$ cat src/rtl/sbox_sched.sv
// Time-shares one registered 8-bit s-box between SubBytes (16 bytes) and SubWord (4 bytes).
// Bytes are issued one per cycle, captured SBOX_LAT cycles later and returned over valid/ready.
module sbox_sched #(
  parameter int SBOX_LAT = 1
) (
  input  logic         clk,
  input  logic         rst_n,
  input  logic         st_req_valid,
  output logic         st_req_ready,
  input  logic [127:0] st_req_data,
  output logic         st_resp_valid,
  input  logic         st_resp_ready,
  output logic [127:0] st_resp_data,
  input  logic         kw_req_valid,
  output logic         kw_req_ready,
  input  logic [31:0]  kw_req_data,
  output logic         kw_resp_valid,
  input  logic         kw_resp_ready,
  output logic [31:0]  kw_resp_data,
  output logic [7:0]   sbox_in,
  input  logic [7:0]   sbox_out,
  output logic         busy
);

  localparam logic [1:0] IDLE  = 2'd0;
  localparam logic [1:0] ISSUE = 2'd1;
  localparam logic [1:0] DRAIN = 2'd2;
  localparam logic [1:0] RESP  = 2'd3;

  localparam logic OWN_ST = 1'b0;
  localparam logic OWN_KW = 1'b1;

  logic [1:0]          state_q, state_d;
  logic                owner_q;
  logic                last_grant_q;
  logic [127:0]        data_q;
  logic [3:0]          issue_cnt_q;
  logic [3:0]          cap_cnt_q;
  logic [SBOX_LAT-1:0] cap_pipe_q;
  logic [127:0]        st_res_q;
  logic [31:0]         kw_res_q;

  logic grant_st, grant_kw, st_hs, kw_hs, issuing, capture, resp_hs;
  logic [3:0] last_idx;

  // Round-robin: on a tie the requester that did not win last time goes first.
  assign grant_st = st_req_valid && (!kw_req_valid || last_grant_q == OWN_KW);
  assign grant_kw = kw_req_valid && !grant_st;

  assign st_req_ready = (state_q == IDLE) && grant_st;
  assign kw_req_ready = (state_q == IDLE) && grant_kw;
  assign st_hs        = st_req_valid && st_req_ready;
  assign kw_hs        = kw_req_valid && kw_req_ready;

  assign last_idx = (owner_q == OWN_ST) ? 4'd15 : 4'd3;
  assign issuing  = (state_q == ISSUE);
  assign capture  = cap_pipe_q[SBOX_LAT-1];

  assign sbox_in = issuing ? data_q[{issue_cnt_q, 3'b000} +: 8] : 8'h00;

  assign st_resp_valid = (state_q == RESP) && (owner_q == OWN_ST);
  assign kw_resp_valid = (state_q == RESP) && (owner_q == OWN_KW);
  assign st_resp_data  = st_res_q;
  assign kw_resp_data  = kw_res_q;
  assign busy          = (state_q != IDLE);

  assign resp_hs = (st_resp_valid && st_resp_ready) || (kw_resp_valid && kw_resp_ready);

  always_comb begin
    state_d = state_q;
    case (state_q)
      IDLE:    if (st_hs || kw_hs) state_d = ISSUE;
      ISSUE:   if (issue_cnt_q == last_idx) state_d = DRAIN;
      DRAIN:   if (capture && cap_cnt_q == last_idx) state_d = RESP;
      RESP:    if (resp_hs) state_d = IDLE;
      default: state_d = IDLE;
    endcase
  end

  always_ff @(posedge clk or negedge rst_n) begin
    if (!rst_n) begin
      state_q      <= IDLE;
      owner_q      <= OWN_ST;
      last_grant_q <= OWN_KW;
      data_q       <= '0;
      issue_cnt_q  <= '0;
      cap_cnt_q    <= '0;
      cap_pipe_q   <= '0;
      st_res_q     <= '0;
      kw_res_q     <= '0;
    end else begin
      state_q <= state_d;
      if (st_hs) begin
        owner_q      <= OWN_ST;
        last_grant_q <= OWN_ST;
        data_q       <= st_req_data;
      end else if (kw_hs) begin
        owner_q      <= OWN_KW;
        last_grant_q <= OWN_KW;
        data_q       <= {96'h0, kw_req_data};
      end
      if (st_hs || kw_hs) begin
        issue_cnt_q <= '0;
        cap_cnt_q   <= '0;
      end
      if (issuing) issue_cnt_q <= issue_cnt_q + 4'd1;
      // The pipe tracks which issue slots have a result arriving; it lines up with sbox_out.
      cap_pipe_q[0] <= issuing;
      for (int i = 1; i < SBOX_LAT; i++) cap_pipe_q[i] <= cap_pipe_q[i-1];
      if (capture) begin
        cap_cnt_q <= cap_cnt_q + 4'd1;
        if (owner_q == OWN_ST) st_res_q[{cap_cnt_q, 3'b000} +: 8] <= sbox_out;
        else kw_res_q[{cap_cnt_q[1:0], 3'b000} +: 8] <= sbox_out;
      end
    end
  end

endmodule

$ cat config.mk
export PLATFORM = sky130hd
export DESIGN_NAME = sbox_sched
export DESIGN_NICKNAME = d
export VERILOG_FILES = /design/src/rtl/sbox_sched.sv
export SDC_FILE = /design/constraint.sdc
export NUM_CORES = 1
export LEC_CHECK = 0
export BUFFER_PORTS_ARGS = -buffer_cell sky130_fd_sc_hd__buf_2
export CORE_UTILIZATION = 55
export CTS_CLUSTER_SIZE = 10
export DETAILED_ROUTE_END_ITERATION = 10
export PLACE_DENSITY = 0.83
export SYNTH_ARGS = -nofsm -noshare
export SYNTH_HDL_FRONTEND = slang
export SYNTH_SLANG_ARGS = --single-unit
$ cat constraint.sdc
create_clock -name clk -period 5.1 [get_ports clk]
set_input_delay 0.255 -clock clk [delete_from_list [all_inputs] [get_ports clk]]
set_output_delay 0.255 -clock clk [all_outputs]
set_load 0.005 [all_outputs]
# Word level (Yosys, flattened, before mapping)
# Index checks and enable logic that the tools add are counted.
dict set report classes {
  n_reduce_logical 24
  bitwise 1
  muxes 16
  n_eq_ne 9
  n_shift 5
  n_addsub 4
}
# cell count
set op_table {}
lappend op_table {{two-way mux 128 bit} 2}
lappend op_table {{bitwise mux 128 bit} 1}
lappend op_table {{variable shift 8 x 9 -> 128 bit, first input constant} 1}
lappend op_table {{indexed part select 128 x 8 -> 8 bit} 1}
lappend op_table {{indexed part select 8 x 9 -> 128 bit} 1}
lappend op_table {{bitwise mux 32 bit} 1}
lappend op_table {{variable shift 8 x 7 -> 32 bit, first input constant} 1}
lappend op_table {{indexed part select 8 x 7 -> 32 bit} 1}
lappend op_table {{two-way mux 4 bit} 4}
lappend op_table {{logical AND 1 bit} 11}
lappend op_table {{negation 7 -> 9 bit} 1}
lappend op_table {{adder 4 x 1 -> 4 bit, second input constant} 2}
lappend op_table {{== test 4 bit} 2}
lappend op_table {{two-way mux 2 bit} 4}
lappend op_table {{two-way mux 8 bit} 1}
lappend op_table {{case mux 2 bit (4 select lines)} 1}
lappend op_table {{nonzero test 2 bit} 4}
lappend op_table {{negation 5 -> 7 bit} 1}
lappend op_table {{== test 2 bit, second input constant} 2}
lappend op_table {{!= test 2 x 1 -> 1 bit, second input constant} 2}
lappend op_table {{!= test 2 bit, second input constant} 2}
lappend op_table {{AND reduction 2 bit} 2}
lappend op_table {{AND reduction 4 bit} 1}
lappend op_table {{logical OR 1 bit} 3}
lappend op_table {{5 further kinds} 7}
dict set report word_totals {
  in_bits 174
  ff_bits 301
  elab_cells 68
  out_inout_bits 173
}

# Depth between registers and ports, before layout
# Gate-level depths: netlist of the first run.
dict set report depth {
  word_depth 10
  depth_mapped 8
  depth_no_buf 6
}

# Worst setup path after synthesis of the first run
# OpenSTA, ideal clock, no wires.
dict set report synth_timing {
  path_kind {flip-flop to flip-flop}
  from {register cap_cnt_q[0]}
  to {register st_res_q[0], in the netlist st_resp_data[0]}
  t_arrival_ns 2.159
  required_ns 4.975
  synth_period_minus_slack_ns 2.284
  setup_time_ns 0.125
  stages_incl_launch_ff 7
  path_slack_ns 2.816
  cell_sequence {dfrtp_1 > inv_1 > ha_1 > or3b_4 > or4_1 > buf_6 > mux2_4}
}
dict set report synth_via {
  elab_chain_cells 3
}
# element line
set synth_lines {}
lappend synth_lines {{start, declared} 38} ;# logic [3:0] cap_cnt_q;
lappend synth_lines {{start signal, assigned} 111} ;# cap_cnt_q <= cap_cnt_q + 4'd1;
lappend synth_lines {{negation 7 -> 9 bit (*)} 112} ;# if (owner_q == OWN_ST) st_res_q[{cap_cnt_q, 3'b000} +: 8] <= sbox_out;
lappend synth_lines {{indexed part select 8 x 9 -> 128 bit or variable shift 8 x 9 -> 128 bit (tied branches)} 112}
lappend synth_lines {{bitwise mux 128 bit (*)} 112}
lappend synth_lines {{end signal, assigned by index} 112}
lappend synth_lines {{end, declared} 40} ;# logic [127:0] st_res_q;
# Mark *: on every way between the ends. The rest lies on a longest branch, timed or not.
# A chain may end at the register's enable or synchronous reset.

# Worst setup path after layout of the first run
dict set report layout_timing {
  from {register issue_cnt_q[0]}
  to {output port sbox_in[5]}
}
dict set report layout_via {
  elab_chain_cells 2
}
# element line
set layout_lines {}
lappend layout_lines {{start, declared} 37} ;# logic [3:0] issue_cnt_q;
lappend layout_lines {{start signal, assigned} 106} ;# if (issuing) issue_cnt_q <= issue_cnt_q + 4'd1;
lappend layout_lines {{indexed part select 128 x 8 -> 8 bit} 59} ;# assign sbox_in = issuing ? data_q[{issue_cnt_q, 3'b000} +: 8] : 8'h00;
lappend layout_lines {{two-way mux 8 bit} 59}
lappend layout_lines {{end, declared} 20} ;# output logic [7:0] sbox_in,
# Every way passes these cells.

==> results of run 1 <==
worst reg2reg max path, stage by stage, from the launching register on:
cell     delay, ps
dfrtp_1        570
inv_1          180
ha_1           450
or2_2          360
nor4b_2        350
nor2b_1        600
mux2_2         420
metrics by stage:
stage,setup slack (ps),util [%],cell area [um^2],power (W)
after floorplan,2820,-,13400,0.00248
after global placement,2240,64.6,15300,0.00262
after detailed placement,2090,64.6,15300,0.00262
after CTS,1860,74.1,17600,0.00490
after global routing,1740,74.1,17600,0.00503
final,1890,74.1,17600,0.00488
Yosys cell counts (11+ instances only):
cell	count	area share, %
mux4_2	32	5.4
a22o_1	17	1.1
dfrtp_1	300	56
and3_1	12	0.56
clkbuf_1	53	1.5
mux2_2	111	9.3
nand2_1	274	7.7
mux2i_1	50	3.7
o21ai_0	41	1.5
and2_1	17	0.79
nand3_1	106	3.9
mux2_4	16	1.8
ha_1	11	1.0
area by class of cell:
cell class	count	area share (%)
multi-input combinational	763	31.5
tap	319	2.27
sequential	301	42.8
clock inverter	3	0.142
clock buffer	40	5.38
inverter	10	0.227
antenna	5	0.0711
timing repair buffer	483	17.6
registers in the layout (all words and copies together), names as in the netlist:
| register | flops |
|---|---|
| cap_pipe_q | 1 |
| cap_cnt_q | 4 |
| st_resp_data | 128 |
| owner_q | 1 |
| kw_resp_data | 32 |
| data_q | 128 |
| last_grant_q | 1 |
| state_q | 2 |
| issue_cnt_q | 4 |
how the worst min path moves through the flow:
stage                     slack [ps]                            to
final                             20        data_q[68]$_DFFE_PN0P_
after detailed placement         400  kw_resp_data[22]$_DFFE_PN0P_
after CTS                          7        data_q[68]$_DFFE_PN0P_
after floorplan                  -40      cap_cnt_q[0]$_DFFE_PN0P_
after global routing              30        data_q[68]$_DFFE_PN0P_
after global placement           390  kw_resp_data[22]$_DFFE_PN0P_
layer usage:
layer	GRT usage, %	wire length [um]	up-vias
met5	0	0	-
met4	17.7	1890	0
met3	7.19	3340	127
met2	56.6	20200	661
met1	38.0	14700	5421
li1	-	-	4878
power groups by stage:
stage	Combinational, W	Clock (W)	Sequential (W)
after detailed placement	0.000172	0	0.00245
final	0.000256	0.00221	0.00241
after global placement	0.000171	0	0.00245
after CTS	0.000248	0.00224	0.00241
after floorplan	0.0000276	0	0.00245
after global routing	0.000278	0.00234	0.00241
cell families after synthesis:
| family | count (synthesis) | share of synthesized area, % |
|---|---|---|
| and+or+nand+nor | 445 | 14.9 |
| DFF | 301 | 56.1 |
| muxes | 211 | 20.3 |
| AOI/OAI and AO/OA | 93 | 4.77 |
| buffers and inverters | 88 | 2.74 |
| adders and majority gates | 11 | 1.02 |
| xor gates and xnor gates | 3 | 0.196 |
==> key figures, run 1 <==
Min path
  • Hold Path Class: input port to flip-flop
  • Worst Hold Depth: 3
  • Worst Hold Launch: st_req_data[68]

Yosys
  • Distinct cells, synth: 53
  • Ys flop type: dfrtp_1
  • Mean Syn Cell Area: 11.7 um^2
  • Syn Inst Count: 1,152
  • Syn_nets: 1,337
  • Sequential cell area fraction in the yosys report: 56.1%
  • Synth warnings: 0
  • Synthesis-stage register bit count: 301
  • Synthesized cell area: 13,400 um^2
  • Ys async rst share: 100%
  • Count of flip-flops with a built-in enable after synthesis: 0

Setup path
  • Depth of the most critical reg-to-reg path: 6
  • Crit. End Element: output pin
  • Critical Path AT: 2960 ps
  • Crit path to: sbox_in[5]
  • Buffer and inverter count on the worst path: 2
  • Crit-path leading delay family: multiplexers
  • Worst r2r dst: st_resp_data[66]$_DFFE_PN0P_
  • Crit path depth: 5
  • Worst EP required: 4850 ps
  • Worst Path Max Fanout: 23
  • CP max stage delay: 850 ps
  • RR Startpoint: cap_cnt_q[0]$_DFFE_PN0P_
  • Worst path slowest cell: dfrtp_2
  • Worst Path Class, Setup: flip-flop to output pin
  • CP Launch Point: issue_cnt_q[0]$_DFFE_PN0P_
  • CP cell instances: buf_4 -> mux4_2 -> mux2i_1 -> o22ai_1 -> buf_2
  • Reg-to-reg slack, setup: 2060 ps
  • Startpoint type of the worst setup path: flip-flop

Floorplan
  • Die Span Y: 158 um
  • Die area: 25,100 um^2
  • Core ar.: 23,800 um^2
  • Std-Cell Rows: 56
  • Starting Density: 56.6%
  • Die Wd: 158 um
  • I/O pin total: 347

Timing
  • FMAX: 311 MHz
  • Slew HR: 25.4%
  • Worst Hold Margin: 19.9 ps
  • RSZ-0062 raised after global routing: no
  • Final setup viols: 0
  • Final Max Tran Viols: 0
  • Min cycle time layout: 3210 ps
  • Final period util: 63.0%
  • Final hold viol count: 0
  • Worst slew pin tran: 1120 ps
  • Worst clock skew: 16.3 ps
  • Post-route setup TNS: 0 ps

Global routing
  • Pin count of the biggest net entering global routing: 125
  • Vias in the first global route: 11,600
  • GR Overflow Total: 0
  • GRT Overall Usage: 32.8%
  • Initial antenna violation count: 3
  • Wire length of the first global-routing pass: 62,300 um

Drt
  • Total Wirelength: 40,100 um
  • Routed length per instance: 20.8 um
  • 1st-iter DRT viols: 777
  • DR vias/cell: 5.76
  • Detailed Routing Iterations Pass 1: 5
  • DRC Markers: 0
  • Vias: 11,100
  • Antenna Nets Post-Route: 0

Power and ir drop
  • Clk pwr share: 45.4%
  • P_sw: 0.00104 W
  • Pwr dens: 277 nW/um^2
  • Worst VDD drop: 0.000235 V
  • Comb power frac: 5.2%
  • P_leak: 9.34 nW
  • Internal power: 0.00384 W
  • Sw frac: 21.3%
  • Sequential power share: 49.4%

CTS
  • Post-cts sizing count: 0
  • Clk_lat worst skew: 500 ps
  • Post CTS Setup Buffer Count: 0
  • Max Root-Sink Buffers: 3
  • Root buffer cell: clkbuf_16
  • CTS tree: yes
  • Sink Count: 301
  • H-tree Lvls: 2
  • # hold bufs at CTS: 128
  • CTS clk-pin slew, worst paths: 50 ps
  • TritonCTS Buffers: 36

Finish
  • Most frequent cells in the layout: buf_2, dfrtp_1, nand2_1
  • Area of the multi-input gates: 5550 um^2
  • FILL cells: 1,507
  • Register area: 7530 um^2
  • Commonest non-fill, non-tap cell in the layout: buf_2
  • # nets final: 1,780
  • Fraction of layout cells with a size suffix above 1: 35.8%
  • Area growth syn-to-layout: 31.0%
  • Final Instance Count excl. Fillers: 1,924

Run
  • Max Cap Viol: 0

Placed design
  • Placed cells: 1,748
  • # port buffers: 346
  • Post-DP HPWL: 24,600 um
  • Final GP Congestion: 0.942

Status
  • Status: finished, final reports clean
No activity file was read; power rests on OpenSTA's default activity.
==> run 2, diff against run 1 <==
--- a/config.mk
+++ b/config.mk
@@ -6,10 +6,10 @@
 export NUM_CORES = 1
 export LEC_CHECK = 0
 export BUFFER_PORTS_ARGS = -buffer_cell sky130_fd_sc_hd__buf_2
-export CORE_UTILIZATION = 55
+export CORE_UTILIZATION = 53
 export CTS_CLUSTER_SIZE = 10
 export DETAILED_ROUTE_END_ITERATION = 10
-export PLACE_DENSITY = 0.83
+export PLACE_DENSITY = 0.8
 export SYNTH_ARGS = -nofsm -noshare
 export SYNTH_HDL_FRONTEND = slang
 export SYNTH_SLANG_ARGS = --single-unit
==> constraint.sdc (replaced) <==
create_clock -name clk -period 3.32 [get_ports clk]
set_input_delay 0.166 -clock clk [delete_from_list [all_inputs] [get_ports clk]]
set_output_delay 0.166 -clock clk [all_outputs]
set_load 0.005 [all_outputs]
==> run 2 against run 1 <==
Effect of this change: sequential share of layout area fell by 1.1 points; final area increased by 2.7%; flip-flop and latch count stayed put; register-to-register slack got worse by 1500 ps; die area up 3.7%; global-route usage fell by 0.58 points; setup slack got worse by 1400 ps; clock power grew 57%; wire length is 2.9% higher; final cell count is 2.4% higher; total power up 55%; clock-buffer cell count rose by 5; largest cell class unchanged; largest power group unchanged; highest routed layer unchanged.
==> key figures, run 2 (same netlist as run 1, synthesis figures left out) <==
Status
  • Status: finished, final reports clean

Placed design
  • # port buffers: 346
  • Final GP Congestion: 0.912
  • Post-DP HPWL: 24,200 um
  • Place WS: 678 ps

Run
  • Max Cap Viol: 0

Floorplan
  • Die Span Y: 161 um
  • Std-Cell Rows: 57
  • Die area: 26,000 um^2
  • I/O pin total: 347
  • Die Wd: 161 um
  • Starting Density: 54.6%
  • Core ar.: 24,600 um^2

CTS
  • Post CTS Setup Buffer Count: 0
  • Post-cts sizing count: 0
  • CTS clk-pin slew, worst paths: 60 ps
  • Root buffer cell: clkbuf_16
  • Max Root-Sink Buffers: 3
  • TritonCTS Buffers: 36
  • Sink Count: 301
  • H-tree Lvls: 2
  • Clk_lat worst skew: 510 ps
  • # hold bufs at CTS: 160
  • CTS tree: yes

Power and ir drop
  • Pwr dens: 419 nW/um^2
  • P_leak: 9.63 nW
  • Worst VDD drop: 0.000307 V

Setup path
  • Crit-path leading delay family: flip-flops
  • Worst EP required: 3150 ps
  • CP max stage delay: 780 ps
  • Crit path depth: 5
  • Buffer and inverter count on the worst path: 2
  • Worst Path Class, Setup: flip-flop to output pin
  • Critical Path AT: 2630 ps
  • CP cell instances: buf_4 -> mux4_2 -> mux2i_1 -> o22ai_1 -> buf_2
  • Worst Path Max Fanout: 15
  • Depth of the most critical reg-to-reg path: 8
  • Crit. End Element: output pin
  • Worst path slowest cell: dfrtp_1
  • Startpoint type of the worst setup path: flip-flop

Drt
  • Detailed Routing Iterations Pass 1: 5
  • DR vias/cell: 5.77
  • Antenna Nets Post-Route: 0
  • 1st-iter DRT viols: 939
  • Vias: 11,400
  • Routed length per instance: 20.9 um
  • Total Wirelength: 41,200 um
  • DRC Markers: 0

Timing
  • Worst clock skew: 8.19 ps
  • Worst slew pin tran: 948 ps
  • Post-route setup TNS: 0 ps
  • FMAX: 358 MHz
  • Final hold viol count: 0
  • Final Max Tran Viols: 0
  • Slew HR: 36.5%
  • Min cycle time layout: 2790 ps
  • Final setup viols: 0
  • Final period util: 84.2%
  • Final worst slack: 526 ps
  • RSZ-0062 raised after global routing: no

Finish
  • Fraction of layout cells with a size suffix above 1: 35.2%
  • # nets final: 1,819
  • Commonest non-fill, non-tap cell in the layout: buf_2
  • Core Util, Final: 73.5%
  • Most frequent cells in the layout: buf_2, dfrtp_1, nand2_1
  • Area growth syn-to-layout: 34.5%

Global routing
  • Vias in the first global route: 12,000
  • GR Overflow Total: 0
  • Pin count of the biggest net entering global routing: 162
  • Initial antenna violation count: 4
  • Wire length of the first global-routing pass: 65,100 um
  • GRT Overall Usage: 32.2%

Min path
  • Worst Hold Depth: 3
  • Hold Path Class: input port to flip-flop
run 2: changes by cell type in the layout (fill, tap and decap cells not counted), sizes merged:
cell | before | now
dlygate4sd3 | 128 | 160
buf | 355 | 362
clkbuf | 40 | 45
clkinvlp | 1 | 0
diode | 5 | 4
run 2: final cells by class:
cell class / count / area (um^2)
diodes: 4 / 10.0
clock buffers: 45 / 976
clock inverters: 2 / 17.5
fillers: 1552 / 6520
inverters: 10 / 40.0
multi-input cells: 763 / 5550
flip-flops and latches: 301 / 7530
well taps: 324 / 405
repair buffers: 522 / 3550
run 2: through the flow:
step	hold slack, ps	instances	area [um^2]	power [W]
2_1_floorplan	-130	1152	13400	0.00381
3_3_place_gp	254	1760	15500	0.00403
3_5_place_dp	257	1760	15500	0.00404
4_1_cts	9.66	1967	18100	0.00760
5_1_grt	35.8	1971	18100	0.00780
6_report	24.1	1971	18100	0.00758
run 2: where the power goes:
group	internal, W	switching (W)	total [W]
logic	0.000216	0.000185	0.000401
clock network	0.00204	0.00143	0.00348
registers	0.00369	0.0000123	0.00370
run 2: worst paths after layout:
check / slack (ps) / end / startpoint
worst max-delay path: 530 / sbox_in[3] / issue_cnt_q[1]$_DFFE_PN0P_
worst min-delay path: 20 / data_q[13]$_DFFE_PN0P_ / kw_req_data[13]
worst max register to register: 530 / data_q[29]$_DFFE_PN0P_ / state_q[0]$_DFFE_PN0P_
worst min register to register: 460 / kw_resp_data[9]$_DFFE_PN0P_ / kw_resp_data[9]$_DFFE_PN0P_
max in group asynchronous: 2130 / data_q[35]$_DFFE_PN0P_ / rst_n
min in group asynchronous: 300 / st_resp_data[98]$_DFFE_PN0P_ / rst_n
run 2: per-layer routing:
metal / up-vias / share of wire [%] / global-route usage [%]
met2: 639 / 50 / 55.6
li1: 4956 / - / -
met1: 5638 / 38 / 39.4
met5: - / 0 / 0
met3: 147 / 7.0 / 5.44
met4: 0 / 4.6 / 15.0
run 2: worst reg2reg max path: cells and delay by family (launching register included):
kind / cells / cell delay, ps
compound gates: 2 / 420
fa+ha+maj: 1 / 300
buf+inv: 4 / 1280
flops: 1 / 420
simple gates: 1 / 310
